$ cat config.mk
export PLATFORM = sky130hd
export DESIGN_NAME = mem_port_mux
export DESIGN_NICKNAME = d
export VERILOG_FILES = /design/src/rtl/mem_port_mux_pkg.sv /design/src/rtl/mem_port_mux_flat_bus_sel.sv /design/src/rtl/mem_port_mux.sv
export SDC_FILE = /design/constraint.sdc
export NUM_CORES = 1
export LEC_CHECK = 0
export CELL_PAD_IN_SITES_DETAIL_PLACEMENT = 0
export CELL_PAD_IN_SITES_GLOBAL_PLACEMENT = 1
export CORE_UTILIZATION = 30
export DETAILED_ROUTE_END_ITERATION = 16
export HOLD_SLACK_MARGIN = 0.05
export PLACE_DENSITY = 0.95
export SETUP_SLACK_MARGIN = 0.1
export SYNTH_ARGS = -nofsm -noshare
export SYNTH_HDL_FRONTEND = slang
export SYNTH_HIERARCHICAL = 1
export SYNTH_SLANG_ARGS = --single-unit
$ cat constraint.sdc
create_clock -name iClk -period 2.98 [get_ports iClk]
set_input_delay 0.298 -clock iClk [delete_from_list [all_inputs] [get_ports iClk]]
set_output_delay 0.298 -clock iClk [all_outputs]
set_load 0.1 [all_outputs]
$ cat src/rtl/mem_port_mux_pkg.sv
// Shared types for the memory-port multiplexer that sits behind the round-robin arbiter.
// Holds the transaction FSM state encoding used by the top level.
package mem_port_mux_pkg;

   localparam int unsigned STATE_WIDTH = 2;

   typedef enum logic [STATE_WIDTH-1:0] {
      ST_IDLE    = 2'd0,
      ST_ISSUE   = 2'd1,
      ST_WAIT_RD = 2'd2,
      ST_DONE    = 2'd3
   } state_e;

endpackage

$ cat src/rtl/mem_port_mux_flat_bus_sel.sv
// Picks one W-bit slice out of a flat NUM*W bus by index.
// An out-of-range index yields all zeros.
module mem_port_mux_flat_bus_sel #(
   parameter int unsigned NUM   = 4,
   parameter int unsigned IDX_W = 2,
   parameter int unsigned W     = 16
) (
   input  logic [NUM*W-1:0] iBus,
   input  logic [IDX_W-1:0] iIdx,
   output logic [W-1:0]     oData
);

   always_comb begin
      oData = '0;
      for (int unsigned k = 0; k < NUM; k++) begin
         if (iIdx == IDX_W'(k)) begin
            oData = iBus[k*W +: W];
         end
      end
   end

endmodule

$ cat src/rtl/mem_port_mux.sv
// Latches the arbiter's winning client command, runs it on the shared memory port and
// returns a one-cycle ack (plus read data) to that client; one transaction in flight.
module mem_port_mux
   import mem_port_mux_pkg::*;
#(
   parameter int unsigned NUM_PORTS       = 4,
   parameter int unsigned NUM_PORTS_WIDTH = 2,
   parameter int unsigned ADDR_WIDTH      = 16,
   parameter int unsigned DATA_WIDTH      = 32
) (
   input  logic                            iClk,
   input  logic                            iReset,
   input  logic [NUM_PORTS-1:0]            iReqValid,
   input  logic [NUM_PORTS-1:0]            iReqWrite,
   input  logic [NUM_PORTS*ADDR_WIDTH-1:0] iReqAddr,
   input  logic [NUM_PORTS*DATA_WIDTH-1:0] iReqWData,
   output logic [NUM_PORTS-1:0]            oArbRequest,
   input  logic                            iArbActive,
   input  logic [NUM_PORTS_WIDTH-1:0]      iArbSelected,
   output logic                            oArbBusy,
   output logic [NUM_PORTS-1:0]            oAck,
   output logic [DATA_WIDTH-1:0]           oRData,
   output logic                            oMemReq,
   output logic                            oMemWrite,
   output logic [ADDR_WIDTH-1:0]           oMemAddr,
   output logic [DATA_WIDTH-1:0]           oMemWData,
   input  logic                            iMemReady,
   input  logic                            iMemRValid,
   input  logic [DATA_WIDTH-1:0]           iMemRData
);

   state_e                      r_state;
   logic [NUM_PORTS_WIDTH-1:0]  r_port;
   logic                        r_write;
   logic [ADDR_WIDTH-1:0]       r_addr;
   logic [DATA_WIDTH-1:0]       r_wdata;
   logic [DATA_WIDTH-1:0]       r_rdata;
   logic                        r_mem_req;
   logic [NUM_PORTS-1:0]        r_ack;

   logic [ADDR_WIDTH-1:0]       w_sel_addr;
   logic [DATA_WIDTH-1:0]       w_sel_wdata;
   logic                        w_sel_write;
   logic [NUM_PORTS-1:0]        w_port_onehot;

   mem_port_mux_flat_bus_sel #(
      .NUM   (NUM_PORTS),
      .IDX_W (NUM_PORTS_WIDTH),
      .W     (ADDR_WIDTH)
   ) u_addr_sel (
      .iBus  (iReqAddr),
      .iIdx  (iArbSelected),
      .oData (w_sel_addr)
   );

   mem_port_mux_flat_bus_sel #(
      .NUM   (NUM_PORTS),
      .IDX_W (NUM_PORTS_WIDTH),
      .W     (DATA_WIDTH)
   ) u_wdata_sel (
      .iBus  (iReqWData),
      .iIdx  (iArbSelected),
      .oData (w_sel_wdata)
   );

   assign w_sel_write = iReqWrite[iArbSelected];

   // An out-of-range latched port decodes to no bit, which suppresses its ack.
   always_comb begin
      w_port_onehot = '0;
      for (int unsigned k = 0; k < NUM_PORTS; k++) begin
         if (r_port == NUM_PORTS_WIDTH'(k)) begin
            w_port_onehot[k] = 1'b1;
         end
      end
   end

   // Busy drops in DONE so the arbiter re-arbitrates there, with the served client masked out.
   assign oArbBusy    = ((r_state == ST_IDLE) && iArbActive) ||
                        (r_state == ST_ISSUE) || (r_state == ST_WAIT_RD);
   assign oArbRequest = iReqValid & ~((r_state == ST_DONE) ? w_port_onehot : '0);

   assign oAck      = r_ack;
   assign oRData    = r_rdata;
   assign oMemReq   = r_mem_req;
   assign oMemWrite = r_write;
   assign oMemAddr  = r_addr;
   assign oMemWData = r_wdata;

   always_ff @(posedge iClk or negedge iReset) begin
      if (!iReset) begin
         r_state   <= ST_IDLE;
         r_port    <= '0;
         r_write   <= 1'b0;
         r_addr    <= '0;
         r_wdata   <= '0;
         r_rdata   <= '0;
         r_mem_req <= 1'b0;
         r_ack     <= '0;
      end else begin
         case (r_state)
            ST_IDLE: begin
               if (iArbActive) begin
                  r_port    <= iArbSelected;
                  r_write   <= w_sel_write;
                  r_addr    <= w_sel_addr;
                  r_wdata   <= w_sel_wdata;
                  r_rdata   <= '0;
                  r_mem_req <= 1'b1;
                  r_state   <= ST_ISSUE;
               end
            end
            ST_ISSUE: begin
               if (iMemReady) begin
                  r_mem_req <= 1'b0;
                  if (r_write) begin
                     r_ack   <= w_port_onehot;
                     r_state <= ST_DONE;
                  end else begin
                     r_state <= ST_WAIT_RD;
                  end
               end
            end
            ST_WAIT_RD: begin
               if (iMemRValid) begin
                  r_rdata <= iMemRData;
                  r_ack   <= w_port_onehot;
                  r_state <= ST_DONE;
               end
            end
            ST_DONE: begin
               r_ack   <= '0;
               r_state <= ST_IDLE;
            end
            default: begin
               r_ack     <= '0;
               r_mem_req <= 1'b0;
               r_state   <= ST_IDLE;
            end
         endcase
      end
   end

endmodule
==> reports/results.md <==
## Setup path
* **highest-delay cell along the critical path** sky130_fd_sc_hd__clkdlybuf4s50_1
* **CP endpoint kind** output pin
* **Worst Path Max Fanout** 2
* **Worst Path Required** 2680 ps
* **dominant delay contributor by cell family on the critical path** buffers and inverters
* **critical path buffer and inverter count** 1
* **startpoint type of the worst setup path** register
* **highest cell delay on the worst timing path** 1130 ps
* **Critical Path, Cell by Cell** clkdlybuf4s50_1
* **path type of the worst setup path** reg2out
* **data arrival time at the worst-slack endpoint** 1820 ps

## STA
* **setup repair after global routing missed its margin** false
* **Total Neg Setup Slack** 0 ps
* **Max Transition Viols Final** 0
* **highest clock rate** 472.1 MHz
* **Final period util** 71.08%
* **total of endpoints with negative setup slack in the final report** 0
* **max_slew headroom** 35.10%
* **setup skew after layout** 5.047 ps
* **final period demand of the worst path** 2118 ps
* **count of final hold-check violations** 0
* **slew of the pin with the lowest slew margin** 970.4 ps

## Die
* **y dimension of the die** 131.9 µm
* **Placeable Area** 16520 µm²
* **number of rows in the core area** 47
* **initial standard-cell utilization of the core** 30.62%
* **Die Outline Area** 17390 µm²
* **Die W** 131.9 µm
* **I/O pin count** 330

## Clock network
* **clock latency at the later pin of the worst-skew pair** 330 ps
* **post-CTS clock slew at the launch and capture registers of the worst setup and hold paths** 60 ps
* **clock tree from TritonCTS** done
* **Post-CTS Repair Setup Buffers** 0
* **post-cts gate resize count** 0
* **clock root buffer master** sky130_fd_sc_hd__clkbuf_16
* **buffer levels on the longest clock path** 2
* **clock sink count** 90
* **total clock buffers created by CTS** 9
* **number of H-tree levels** 3
* **hold buffer count at cts** 1

## Yosys
* **number of flip-flops and latches in the synthesized netlist** 90
* **Synth Area per Inst** 14.42 µm²
* **part of the Yosys area used for sequential elements** 44.51%
* **Synth Instances** 351
* **combined area of all synthesized cells** 5060 µm²
* **yosys warns** 6
* **Cell variety after synth** 26
* **synthesized net count** 595

## Drt
* **count of unresolved DRC violations after routing** 0
* **routed wire length** 16220 µm
* **remaining number of nets flagged by the antenna check after routing** 0
* **total number of vias** 4164
* **DRT iter0 DRCs** 143
* **via/cell ratio** 4.627
* **router iterations before antenna repair** 4
* **DR WL/cell** 18.02 µm

## Status
* **result of the run** finished, final reports clean

## Global routing
* **number of global-route vias before repair** 4595
* **wire length of the first global-routing pass** 25140 µm
* **antenna violations before repair** 1
* **total gr overflow** 0
* **aggregate global-route resource usage** 19.18%
* **maximum number of pins on one net before global-route repair** 52

## Finish
* **filler instances** 1422
* **commonest cells after routing, fill and taps aside** sky130_fd_sc_hd__clkdlybuf4s50_1, sky130_fd_sc_hd__buf_4, sky130_fd_sc_hd__dfrtp_1
* **number of nets in the final layout** 920
* **most common cell after layout, fill and taps aside** sky130_fd_sc_hd__clkdlybuf4s50_1
* **signed area change from the synthesized netlist to the final layout** 68.67%
* **share of layout cells above drive strength 1** 30.19%
* **non-filler cells, final** 900

## Power
* **Gate power share** 67.7%
* **areal power density over the cells** 1109 nW/µm²
* **leakage** 0.003614 µW
* **net switching fraction of the power** 57.11%
* **cell internal power dissipation** 4060 µW
* **Switching Power** 5405 µW
* **sequential group share of total power** 21.4%
* **clock network fraction of total power** 10.9%
* **peak ir drop on the vdd network** 0.5384 mV

## Place
* **total half-perimeter wirelength after legalization and detailed placement** 13110 µm
* **buffers added on ports** 329
* **routability congestion estimate** 0.8062
* **cell count after placement** 884

## Flow run
* **number of max-capacitance violations reported** 0

## Min path
* **Tightest Hold Check Type** in2reg

[routing by layer]
layer  track usage, %  vias up  wire length (µm)
met4            8.915        0               587
li1                 -     1926                 -
met2            35.36      207              8714
met1            21.21     1998              6036
met5                0        -                 0
met3            3.652       33               883
[final cells by class]
| cell class | count | area, µm² | share of cell area, % |
|---|---|---|---|
| repair buffers | 337 | 3153 | 36.94 |
| multi-input cells | 201 | 2451 | 28.72 |
| flip-flops and latches | 90 | 2252 | 26.39 |
| well taps | 220 | 275.3 | 3.225 |
| clock buffers | 12 | 246.5 | 2.888 |
| inverters | 37 | 138.9 | 1.627 |
| clock inverters | 2 | 15.01 | 0.1759 |
| diodes | 1 | 2.502 | 0.02932 |
[stage by stage]
| stage | worst slack, ps | area, µm² | total power, µW | utilization (%) | hold WS [ps] |
|---|---|---|---|---|---|
| 6_report | 861.9 | 8534 | 9464 | 51.65 | 409.2 |
| 5_1_grt | 763.2 | 8534 | 9826 | 51.65 | 436.7 |
| 4_1_cts | 833.0 | 8532 | 9564 | 51.63 | 411.8 |
| 3_5_place_dp | 872.6 | 8260 | 8495 | 49.99 | 271.8 |
| 3_3_place_gp | 922.1 | 8260 | 8377 | 49.99 | 263.4 |
| 2_1_floorplan | 938.2 | 5060 | 6959 | - | 2.409 |
[cell families (layout without fill, tap and decap cells)]
logic type | after synthesis | after routing | synth area share [%]
compound gates | 8 | 8 | 1.385
fa+ha+maj | 5 | 5 | 1.236
buf+inv | 60 | 388 | 7.097
flops | 90 | 90 | 44.51
mux | 138 | 138 | 41.39
other cells | 0 | 1 | 0
simple gates | 50 | 50 | 4.377
[path summary, 6_finish.rpt]
check	startpoint	end	slack (ps)	cells after the start
hold reg to reg	oMemWData[12]$_DFFE_PN0P_	oMemWData[12]$_DFFE_PN0P_	510	1
setup reg to reg	r_state[0]$_DFFE_PN0P_	oRData[30]$_DFFE_PN0P_	930	6
max in group asynchronous	iReset	oMemWData[0]$_DFFE_PN0P_	1750	3
setup / recovery	oRData[4]$_DFFE_PN0P_	oRData[4]	860	1
min in group asynchronous	iReset	oRData[3]$_DFFE_PN0P_	450	2
hold / removal	iArbSelected[1]	r_port[1]$_DFFE_PN0P_	410	2
[cells in the mapped netlist]
cell / number / area share (%)
sky130_fd_sc_hd__dfrtp_1: 90 / 45
sky130_fd_sc_hd__mux2_2: 56 / 12
sky130_fd_sc_hd__mux4_2: 41 / 18
sky130_fd_sc_hd__inv_1: 37 / 2.7
sky130_fd_sc_hd__nand2_1: 37 / 2.7
sky130_fd_sc_hd__mux2i_1: 33 / 6.5
sky130_fd_sc_hd__buf_2: 10 / 0.99
sky130_fd_sc_hd__mux4_1: 8 / 4.2
sky130_fd_sc_hd__ha_1: 5 / 1.2
sky130_fd_sc_hd__buf_12: 4 / 1.6
sky130_fd_sc_hd__buf_6: 3 / 0.67
sky130_fd_sc_hd__buf_8: 3 / 0.89
sky130_fd_sc_hd__clkbuf_1: 3 / 0.22
sky130_fd_sc_hd__nor2_1: 3 / 0.22
sky130_fd_sc_hd__nor3_1: 3 / 0.30
sky130_fd_sc_hd__and3_1: 2 / 0.25
sky130_fd_sc_hd__nor2b_1: 2 / 0.25
sky130_fd_sc_hd__o21a_1: 2 / 0.30
sky130_fd_sc_hd__o31a_1: 2 / 0.35
sky130_fd_sc_hd__a211oi_1: 1 / 0.15
sky130_fd_sc_hd__a211oi_2: 1 / 0.25
sky130_fd_sc_hd__a22o_1: 1 / 0.17
sky130_fd_sc_hd__a2bb2oi_1: 1 / 0.17
sky130_fd_sc_hd__nor2b_2: 1 / 0.17
sky130_fd_sc_hd__nor3_4: 1 / 0.32
sky130_fd_sc_hd__nor4_1: 1 / 0.12
[registers in the layout, summed over array words and instances, names as in the netlist]
| signal | count |
|---|---|
| oMemWrite | 1 |
| r_state | 2 |
| oMemWData | 32 |
| oRData | 32 |
| oMemAddr | 16 |
| oAck | 4 |
| r_port | 2 |
| oMemReq | 1 |
[power groups by stage]
stage,Sequential [µW],Combinational [µW],Clock [µW]
3_3_place_gp,2010,6360,0
3_5_place_dp,2040,6450,0
6_report,2020,6410,1040
5_1_grt,2080,6620,1130
4_1_cts,2020,6460,1080
2_1_floorplan,5330,1630,0
Note: power is estimated with default switching activity, not from simulation.
